$ cat src/rtl/mul6_pkg.sv
// Shared widths, iteration count and FSM state type for the mul6_seq slow-path multiplier.
package mul6_pkg;
  localparam int DATA_W = 6;
  localparam int PROD_W = 2 * DATA_W;
  localparam int ITER   = DATA_W;
  localparam int CNT_W  = $clog2(ITER);

  typedef enum logic [1:0] {
    IDLE = 2'd0,
    MUL  = 2'd1,
    SIGN = 2'd2,
    DONE = 2'd3
  } state_e;
endpackage

$ cat src/rtl/adder6.sv
// 6-bit ripple-carry adder used for the partial-product accumulation.
module adder6 (
  input  logic [5:0] a,
  input  logic [5:0] b,
  input  logic       cin,
  output logic [5:0] sum,
  output logic       cout
);
  logic [6:0] c;

  always_comb begin
    c[0] = cin;
    for (int i = 0; i < 6; i++) begin
      sum[i]   = a[i] ^ b[i] ^ c[i];
      c[i + 1] = (a[i] & b[i]) | (c[i] & (a[i] ^ b[i]));
    end
    cout = c[6];
  end
endmodule

$ cat src/rtl/mul6_dp.sv
// Datapath for mul6_seq: operand magnitudes, shift-add accumulator and final sign correction.
module mul6_dp
  import mul6_pkg::*;
(
  input  logic              clk_i,
  input  logic              rst_ni,
  input  logic              load,
  input  logic              clear,
  input  logic              step,
  input  logic              neg_en,
  input  logic [DATA_W-1:0] a,
  input  logic [DATA_W-1:0] b,
  input  logic              signed_op,
  output logic [PROD_W-1:0] prod
);
  logic [DATA_W-1:0] a_neg, b_neg, mag_a, mag_b;
  logic [DATA_W-1:0] mcand, sum;
  logic              cout, neg;
  logic [DATA_W:0]   partial;
  // p holds {acc_hi, acc_lo/mplier}; multiplier bits shift out as product bits shift in.
  logic [PROD_W-1:0] p;

  twocomp u_tc_a (.a(a), .y(a_neg));
  twocomp u_tc_b (.a(b), .y(b_neg));

  // -32 negates to itself, which read as unsigned is the correct magnitude 32.
  assign mag_a = (signed_op && a[DATA_W-1]) ? a_neg : a;
  assign mag_b = (signed_op && b[DATA_W-1]) ? b_neg : b;

  adder6 u_add (
    .a   (p[PROD_W-1:DATA_W]),
    .b   (mcand),
    .cin (1'b0),
    .sum (sum),
    .cout(cout)
  );

  assign partial = p[0] ? {cout, sum} : {1'b0, p[PROD_W-1:DATA_W]};

  // NOTE: every register here is small flop state, so all of it is reset; an abort must leave no stale product.
  always_ff @(posedge clk_i) begin
    if (!rst_ni) begin
      p     <= '0;
      mcand <= '0;
      neg   <= 1'b0;
    end else if (clear) begin
      p     <= '0;
      mcand <= '0;
      neg   <= 1'b0;
    end else if (load) begin
      p     <= {{DATA_W{1'b0}}, mag_b};
      mcand <= mag_a;
      neg   <= signed_op & (a[DATA_W-1] ^ b[DATA_W-1]);
    end else if (step) begin
      p <= {partial, p[DATA_W-1:1]};
    end else if (neg_en && neg) begin
      p <= ~p + PROD_W'(1);
    end
  end

  assign prod = p;
endmodule

$ cat src/rtl/twocomp.sv
// 6-bit two's complement negation unit.
module twocomp (
  input  logic [5:0] a,
  output logic [5:0] y
);
  assign y = ~a + 6'd1;
endmodule

$ cat src/rtl/mul6_seq.sv
// Multi-cycle 6x6 signed/unsigned shift-add multiplier with valid/ready on both sides.
// Optional: define MUL6_ZERO_BYPASS_EN to answer zero-operand requests directly from IDLE.
module mul6_seq
  import mul6_pkg::*;
(
  input  logic              clk_i,
  input  logic              rst_ni,
  input  logic [DATA_W-1:0] a_i,
  input  logic [DATA_W-1:0] b_i,
  input  logic              signed_i,
  input  logic              valid_i,
  output logic              ready_o,
  output logic [PROD_W-1:0] prod_o,
  output logic              valid_o,
  input  logic              ready_i,
  output logic              busy_o
);
  state_e           state, state_nxt;
  logic [CNT_W-1:0] cnt, cnt_nxt;
  logic             load, clear, step, neg_en;

  // NOTE: sequential state uses non-blocking assignments so every flop samples pre-edge values.
  always_ff @(posedge clk_i) begin
    if (!rst_ni) begin
      state <= IDLE;
      cnt   <= '0;
    end else begin
      state <= state_nxt;
      cnt   <= cnt_nxt;
    end
  end

  // NOTE: every output of this block gets a default first, so no path can infer a latch.
  always_comb begin
    state_nxt = state;
    cnt_nxt   = cnt;
    load      = 1'b0;
    clear     = 1'b0;
    step      = 1'b0;
    neg_en    = 1'b0;
    ready_o   = 1'b0;
    valid_o   = 1'b0;
    case (state)
      IDLE: begin
        ready_o = 1'b1;
        if (valid_i) begin
          cnt_nxt = '0;
`ifdef MUL6_ZERO_BYPASS_EN
          if (a_i == '0 || b_i == '0) begin
            clear     = 1'b1;
            state_nxt = DONE;
          end else begin
            load      = 1'b1;
            state_nxt = MUL;
          end
`else
          load      = 1'b1;
          state_nxt = MUL;
`endif
        end
      end
      MUL: begin
        step    = 1'b1;
        cnt_nxt = cnt + CNT_W'(1);
        if (cnt == CNT_W'(ITER - 1)) state_nxt = SIGN;
      end
      SIGN: begin
        neg_en    = 1'b1;
        state_nxt = DONE;
      end
      DONE: begin
        valid_o = 1'b1;
        if (ready_i) state_nxt = IDLE;
      end
      default: state_nxt = IDLE;
    endcase
  end

  assign busy_o = (state != IDLE);

  mul6_dp u_dp (
    .clk_i    (clk_i),
    .rst_ni   (rst_ni),
    .load     (load),
    .clear    (clear),
    .step     (step),
    .neg_en   (neg_en),
    .a        (a_i),
    .b        (b_i),
    .signed_op(signed_i),
    .prod     (prod_o)
  );
endmodule

$ cat config.mk
export PLATFORM = sky130hd
export DESIGN_NAME = mul6_seq
export DESIGN_NICKNAME = d
export VERILOG_FILES = /design/src/rtl/mul6_pkg.sv /design/src/rtl/adder6.sv /design/src/rtl/mul6_dp.sv /design/src/rtl/twocomp.sv /design/src/rtl/mul6_seq.sv
export SDC_FILE = /design/constraint.sdc
export NUM_CORES = 1
export LEC_CHECK = 0
export ABC_AREA = 0
export CAP_MARGIN = 10
export CORE_ASPECT_RATIO = 0.75
export CORE_MARGIN = 5
export CORE_UTILIZATION = 26
export CTS_CLUSTER_SIZE = 16
export DETAILED_ROUTE_END_ITERATION = 8
export HOLD_SLACK_MARGIN = 0.12
export PLACE_DENSITY = 0.48
export SETUP_SLACK_MARGIN = 0.15
export SYNTH_ARGS = -nofsm -noshare
export SYNTH_HDL_FRONTEND = slang
export SYNTH_SLANG_ARGS = --single-unit
$ cat constraint.sdc
create_clock -name clk_i -period 4 [get_ports clk_i]
set_input_delay 1 -clock clk_i [delete_from_list [all_inputs] [get_ports clk_i]]
set_output_delay 1 -clock clk_i [all_outputs]
set_load 0.02 [all_outputs]
==> flow_summary.ini, run 1 <==
[floorplanning]
core_area_mm2 = 0.00638
pin_count = 32
die_x_um = 104
dieArea_mm2 = 0.00838
initial_core_util_pct = 27.0
die_h_um = 80.5
num_rows = 25

[drt]
drt_iter0_drc = 51
drc = 0
wl_um = 4180
dr.pass1.iters = 4
wire_per_inst_um = 13.4
num_vias = 1472
ant_nets = 0
viasPerCell = 4.73

[global_route]
antenna_found_initial = 0
grt_pass1_vias = 1417
grt_pass1_wl_um = 7080
grt_remaining_overflow = 0
grt.total_usage_pct = 10.3
grt_max_degree = 29

[synth]
synth_top_cell_by_area = dfxtp_1
syn_inst = 204
synth_top_area_share_pct = 27.9
synth_edf_count = 0
ys_warn_count = 0
yosys-top-cells-area = dfxtp_1, ha_1, fa_1
yosysUniqueCellTypes = 42
syn_avg_cell_area_um2 = 8.45
synthArstFlopShare_pct = 0
netlist_area_mm2 = 0.00172
synth_flop_cell = dfxtp_1
synth_fp_nets = 236
ys_seq_elements = 24
ys_seq_area_share_pct = 27.9

[cells_and_area]
fin_util_pct = 33.4
n_antenna_cell = 0
nFillCells = 684
nNetsFinal = 263
area_growth_pct = 23.7
drive_gt1_share_pct = 3.48
fin_area_mm2 = 0.00213

[clock_tree]
clock_sinks = 24
htree_levels = 1
cts_resized = 0
clockRootBuffer = clkbuf_8
postCtsSetupRepairBufs = 0
numCtsBuffers = 3
clk-insertion-delay-late_ns = 0.27
clockBufferDepth = 2
tritoncts = built
hold_buffers = 0
clk_pin_slew_worst_paths_ns = 0.09

[critical_path]
reg2reg_depth = 11
arrival_ns = 3.06
r2r_slack_ns = 1.11
cp_max_fo = 4
critPathKind = flop to flop
crit_required_ns = 4.17
r2r_end = u_dp.prod[11]
rr_startpoint = u_dp.prod[6]
cp-end-kind = flop
worst_setup_path_start_kind = flop

[placement]
placed_cell_area_mm2 = 0.00208
hpwlAfterDp_um = 3250
portBuffers = 31
place.gp.congestion = 0.745

[flow_run]
drv_cap = 0

[timing]
rsz0062_at_grt = false
final_hold_viol_count = 0
fin_crit_sh_pct = 72.2
finalSetupTns_ns = 0
slew_headroom_pct = 28.2
period_minus_slack_ns = 2.89
hold_ws_ns = 0.474
finalSetupViolations = 0
tightestPinTransition_ns = 1.08
fin_worst_skew_ns = 0.00256
drv_slew = 0
clock.fmax_ghz = 0.346

[power_and_ir_drop]
leakage_nw = 0.840
powerDensity_mw_per_mm2 = 615
ir_worst_vdd_mv = 0.165

[min_path]
hold_depth = 2
min_path_type = flop to flop
hold_path_end = u_dp.mcand[0]
holdCritStartpoint = u_dp.mcand[0]

[status]
status = completed
[registers in the layout (all words and copies together) (netlist names)]
register	cells
state	2
u_dp.mcand	6
u_dp.prod	12
cnt	3
u_dp.neg	1
[report_power, final]
| part | total, mW | switching (mW) | internal, mW | leakage, nW |
|---|---|---|---|---|
| combinational | 0.726 | 0.407 | 0.319 | 0.615 |
| sequential | 0.415 | 0.107 | 0.308 | 0.197 |
| clock | 0.170 | 0.0815 | 0.0880 | 0.0288 |
[routing by layer]
layer  part of all wire [%]  routed length, um  GRT usage [%]  vias to the layer above
met5                      0                  0              0                        -
met2                     39               1650           14.3                       26
li1                       -                  -              -                      777
met3                    3.2                133           2.25                        2
met1                     56               2360           15.9                      667
met4                   0.86                 36           2.33                        0
[Yosys cell counts, drive strengths merged (3+ instances only)]
cell    instances
a211oi          4
a21oi          13
buf             7
dfxtp          24
fa              5
ha             10
inv            18
mux2i           8
nand2          22
nand3           8
nor2           12
nor2b           3
nor3            4
o211a           3
o21a            4
o21ai          11
o311ai          3
xnor2          10
xor2            5
[cell type report]
cell class              instances  area [um2]  share of cell area [%]
inverters                      18        67.6                    3.17
multi-input cells             153        1120                    52.4
clock buffers                   4        55.1                    2.58
well taps                      81         101                    4.75
flip-flops and latches         24         480                    22.5
repair buffers                 31         310                    14.6
[placed cells by master (no fill, tap or decap), types with 3 or more instances in the layout]
cell and count:
clkdlybuf4s50_1 31, dfxtp_1 24, clkbuf_8 4, nor3_1 4, o21ai_0 11, xor2_1 5, nand3_1 8, nor2b_1 3
fa_1 5, a21oi_1 13, o211a_1 3, o21a_1 4, inv_1 18, mux2i_1 8, nor2_1 11, xnor2_1 10
a211oi_1 4, nand2_1 22, ha_1 10
[per-stage QoR]
stage | worst slack (ns) | cells | power (mW)
2_1_floorplan | 1.19 | 204 | 0.926
3_3_place_gp | 1.14 | 307 | 1.16
3_5_place_dp | 1.14 | 307 | 1.15
4_1_cts | 1.13 | 311 | 1.33
5_1_grt | 0.892 | 311 | 1.42
6_report | 1.11 | 311 | 1.31
[cell families after synthesis]
logic type / after synthesis / synth area share (%)
xor+xnor: 15 / 7.62
flops: 24 / 27.9
compound gates: 51 / 20.5
buf+inv: 27 / 7.33
fa+ha+maj: 15 / 13.1
simple gates: 64 / 18.9
mux: 8 / 4.64
[worst max path at each step]
stage	slack [ns]	depth (start not counted)	from	endpoint
after floorplan	1.19	11	u_dp.prod[6]	u_dp.prod[10]
after global placement	1.14	11	u_dp.prod[6]	u_dp.prod[11]
after detailed placement	1.14	11	u_dp.prod[6]	u_dp.prod[11]
after CTS	1.13	11	u_dp.prod[6]	u_dp.prod[11]
after global routing	0.89	11	u_dp.prod[6]	u_dp.prod[11]
final	1.11	11	u_dp.prod[6]	u_dp.prod[11]
[critical path, cell delays in order (launching register included)]
cell and delay [ns]:
dfxtp_1 0.34, ha_1 0.21, fa_1 0.40, fa_1 0.37, inv_1 0.08, fa_1 0.16
inv_1 0.05, fa_1 0.37, fa_1 0.36, nand3_1 0.08, o21ai_0 0.10, a22o_1 0.27
Note: power is estimated with default switching activity, not from simulation.
==> run 2, diff against run 1 <==
clock period = 2.8 ns   (was 4 ns; I/O delays follow)
==> run 2 against run 1 <==
Compared with the run above: critical path type unchanged; setup slack got worse by 1.0 ns; cell count increased by 2.3%; largest power group unchanged; count of clock-buffer cells in the layout unchanged; clock power increased by 42%.
==> flow_summary.ini, run 2 (same netlist as run 1, synthesis figures left out) <==
[clock_tree]
clockRootBuffer = clkbuf_8
clk_pin_slew_worst_paths_ns = 0.09
tritoncts = built
clk-insertion-delay-late_ns = 0.27
numCtsBuffers = 3
clock_sinks = 24
htree_levels = 1
clockBufferDepth = 2
hold_buffers = 0

[timing]
finalSetupViolations = 0
final_hold_viol_count = 0
fin_worst_skew_ns = 0.00926
clock.fmax_ghz = 0.371
rsz0062_at_grt = true
drv_slew = 0
setup_slack_ns = 0.108
fin_crit_sh_pct = 96.2
tightestPinTransition_ns = 0.601
hold_ws_ns = 0.489
slew_headroom_pct = 59.9
period_minus_slack_ns = 2.69

[power_and_ir_drop]
pwr-share-seq_pct = 30.6
fin_total_pwr_mw = 1.96
pwr-share-clk_pct = 12.4
p_comb_share_pct = 57.0
p_sw_mw = 0.890
powerDensity_mw_per_mm2 = 883
swShare_pct = 45.4
ir_worst_vdd_mv = 0.261
leakage_nw = 0.864
p_int_mw = 1.07

[cells_and_area]
stdcell_count = 318
final_common_cell = clkdlybuf4s50_1
drive_gt1_share_pct = 10.5
final_cell_mix = clkdlybuf4s50_1, dfxtp_1, nand2_1, inv_1, a21oi_1
ff_latch_area_um2 = 484
largest_register_ff_count = 12
multi_input_area_mm2 = 0.00115
area_growth_pct = 28.7
nFillCells = 679
n_antenna_cell = 0
nNetsFinal = 270

[floorplanning]
pin_count = 32
initial_core_util_pct = 27.0
num_rows = 25
core_area_mm2 = 0.00638
die_h_um = 80.5
dieArea_mm2 = 0.00838
die_x_um = 104

[drt]
drt_iter0_drc = 71
viasPerCell = 4.77
ant_nets = 0
num_vias = 1517
dr.pass1.iters = 4
drc = 0
wl_um = 4450
wire_per_inst_um = 14.0

[critical_path]
worst_setup_path_start_kind = flop
crit_required_ns = 3.02
critPathKind = flop to flop
arrival_ns = 2.92
cp_max_fo = 2
cp-end-kind = flop

[min_path]
min_path_type = flop to flop

[global_route]
grt.total_usage_pct = 10.9
grt_pass1_vias = 1495
grt_remaining_overflow = 0
grt_pass1_wl_um = 7440
grt_max_degree = 23
antenna_found_initial = 0

[placement]
portBuffers = 31
place.gp.congestion = 0.761
hpwlAfterDp_um = 3460
dp.cells = 313
pre_cts_slack_ns = 0.114

[status]
status = completed

[flow_run]
drv_cap = 0
-- run 2: cell types whose count changed in the layout (fill, tap and decap cells not counted), sizes merged --
cell | previous run | this run
buf | 0 | 7
-- run 2: metal layers --
layer | vias to the layer above | track usage, % | routed length (um)
met1 | 683 | 16.9 | 2580
met4 | 0 | 2.85 | 47
met3 | 5 | 2.41 | 193
met2 | 41 | 14.8 | 1630
li1 | 788 | - | -
met5 | - | 0 | 0
-- run 2: power by group through the flow --
| stage | registers, mW | logic (mW) | clock network [mW] |
|---|---|---|---|
| 5_1_grt | 0.622 | 1.24 | 0.269 |
| 3_5_place_dp | 0.611 | 1.10 | 0 |
| 2_1_floorplan | 0.622 | 0.706 | 0 |
| 4_1_cts | 0.599 | 1.12 | 0.254 |
| 6_report | 0.600 | 1.12 | 0.242 |
| 3_3_place_gp | 0.610 | 1.12 | 0 |
-- run 2: critical path, stage by stage, from the launching register on --
cell,delay (ns)
dfxtp_4,0.36
ha_4,0.15
fa_2,0.33
fa_2,0.34
inv_2,0.06
fa_2,0.18
inv_2,0.04
fa_2,0.33
fa_2,0.52
mux2i_1,0.06
a21oi_1,0.15
o21a_1,0.13
-- run 2: metrics by stage --
stage	cell area [um2]	setup TNS [ns]	utilization [%]
after floorplan	1740	0	-
after CTS	2200	0	34.4
after detailed placement	2130	0	33.4
after global placement	2130	0	33.4
after global routing	2220	-0.0139	34.8
final	2220	0	34.8
-- run 2: area by class of cell --
class,instances,share of cell area (%)
tap,81,4.57
clock buffer,4,2.48
timing repair buffer,38,16.4
multi-input combinational,153,51.7
inverter,18,3.05
sequential,24,21.8
-- run 2: repair_timing --
action,CTS,global route
gates resized for setup,0,8
hold endpoints to repair,0,0
setup endpoints to repair,2,2
pin swaps,0,1
setup buffers,1,0
-- run 2: worst paths after layout --
check	from	endpoint	slack [ns]	cells after the start
max	u_dp.prod[6]	u_dp.prod[10]	0.11	11
min	u_dp.mcand[5]	u_dp.mcand[5]	0.49	2
max reg2reg	u_dp.prod[6]	u_dp.prod[10]	0.11	11
min reg2reg	u_dp.mcand[5]	u_dp.mcand[5]	0.49	2
==> run 3, diff against run 2 <==
CORE_UTILIZATION = 52   (was 26)
GPL_ROUTABILITY_DRIVEN = 1   (was not set)
PLACE_DENSITY = 0.82   (was 0.48)
==> run 3 against run 2 <==
Compared with the run above: first-iteration DRC count is 11% higher; global-route usage is 8.1 points higher; die area is 45% lower; clock power is 12% higher; critical endpoint unchanged; setup slack better by 0.030 ns; total power is 0.63% higher; largest cell class unchanged; clock skew is 0.0068 ns lower.
==> flow_summary.ini, run 3 (same netlist as run 1, synthesis figures left out) <==
[critical_path]
critPathSlowestCell = fa_1
crit_buf_inv = 2
worst_setup_path_start_kind = flop
crit_family = adder cells
arrival_ns = 2.88
critPathKind = flop to flop
cp_max_fo = 2
cp_cell_sequence = ha_4 -> fa_2 -> fa_2 -> inv_2 -> fa_2 -> inv_2 -> fa_2 -> fa_1 -> mux2i_1 -> a21oi_1 -> o21a_1
cpPeakStageDelay_ns = 0.48
cp-end-kind = flop
crit_required_ns = 3.02
cpMostUsedCell = fa_2

[timing]
rsz0062_at_grt = true
slew_headroom_pct = 61.6
fin_worst_skew_ns = 0.00245
drv_slew = 0
finalSetupTns_ns = 0
clock.fmax_ghz = 0.376
hold_ws_ns = 0.507
tightestPinTransition_ns = 0.575
fin_crit_sh_pct = 95.1
finalSetupViolations = 0
period_minus_slack_ns = 2.66
final_hold_viol_count = 0

[cells_and_area]
area_growth_pct = 24.6
nFillCells = 278
multi_input_area_mm2 = 0.00114
ff_latch_area_um2 = 484
final_cell_mix = clkdlybuf4s50_1, dfxtp_1, nand2_1, inv_1, a21oi_1
largest_register_ff_count = 12
n_antenna_cell = 0
stdcell_count = 274
final_common_cell = clkdlybuf4s50_1
drive_gt1_share_pct = 8.55
nNetsFinal = 267

[global_route]
grt_remaining_overflow = 0
antenna_found_initial = 0
grt_pass1_wl_um = 6950
grt_pass1_vias = 1513
grt.total_usage_pct = 19.0
met1_usage_pct = 24.9
grt_max_degree = 28
top_usage_layer = met2
met3_usage_pct = 4.67
grt_use_met2_pct = 30.7

[power_and_ir_drop]
powerDensity_mw_per_mm2 = 918
ir_worst_vdd_mv = 0.397
fin_total_pwr_mw = 1.97
leakage_nw = 0.856

[floorplanning]
die_x_um = 76.5
num_rows = 18
dieArea_mm2 = 0.00458
initial_core_util_pct = 53.2
pin_count = 32
die_h_um = 59.9
core_area_mm2 = 0.00324

[clock_tree]
clockBufferDepth = 2
clock_sinks = 24
clk-insertion-delay-late_ns = 0.27
tritoncts = built
hold_buffers = 0
clk_pin_slew_worst_paths_ns = 0.09
numCtsBuffers = 3
htree_levels = 1
clockRootBuffer = clkbuf_8

[drt]
drt_iter0_drc = 79
wl_um = 4090
drc = 0
dr.pass1.iters = 4
viasPerCell = 5.65
ant_nets = 0
num_vias = 1547
wire_per_inst_um = 14.9

[placement]
portBuffers = 31
hpwlAfterDp_um = 3090
dp.cells = 269
place.gp.congestion = 0.852

[min_path]
min_path_type = flop to flop

[status]
status = completed

[flow_run]
drv_cap = 0
-- run 3: repair_timing --
| action | CTS | global route |
|---|---|---|
| gates resized for setup | 5 | 0 |
| endpoints found under the setup margin | 2 | 2 |
| setup buffers | 1 | 0 |
| endpoints found under the hold margin | 0 | 0 |
-- run 3: worst paths after layout --
path | from | end | slack [ns] | depth (start not counted)
min | u_dp.mcand[5] | u_dp.mcand[5] | 0.51 | 2
min reg2reg | u_dp.mcand[5] | u_dp.mcand[5] | 0.51 | 2
max reg2reg | u_dp.mcand[0] | u_dp.prod[10] | 0.14 | 11
max | u_dp.mcand[0] | u_dp.prod[10] | 0.14 | 11
-- run 3: worst reg2reg max path, cell delays in order, from the launching register on --
cell,delay [ns]
dfxtp_1,0.35
ha_4,0.16
fa_2,0.33
fa_2,0.34
inv_2,0.06
fa_2,0.18
inv_2,0.04
fa_2,0.33
fa_1,0.48
mux2i_1,0.06
a21oi_1,0.16
o21a_1,0.13
-- run 3: through the flow --
step	util [%]	setup slack, ns	area [um2]
final	66.2	0.138	2150
after floorplan	-	0.164	1740
after detailed placement	63.5	0.0982	2060
after global routing	66.2	-0.0358	2150
after global placement	63.5	0.147	2060
after CTS	66.2	0.139	2150
-- run 3: report_power, final --
part / internal (mW) / switching, mW
Combinational: 0.488 / 0.608
Clock: 0.156 / 0.116
Sequential: 0.443 / 0.161
Total: 1.09 / 0.886
-- run 3: per-layer routing --
| metal | part of all wire, % | vias to the layer above |
|---|---|---|
| met5 | 0 | - |
| met4 | 1.6 | 0 |
| met3 | 7.2 | 6 |
| met2 | 45 | 46 |
| met1 | 46 | 718 |
| li1 | - | 777 |
-- run 3: cell type report --
class / count / share of cell area [%]
clock buffers: 4 / 3.09
inverters: 18 / 3.15
multi-input cells: 153 / 53.1
flip-flops and latches: 24 / 22.5
well taps: 40 / 2.33
repair buffers: 35 / 15.8
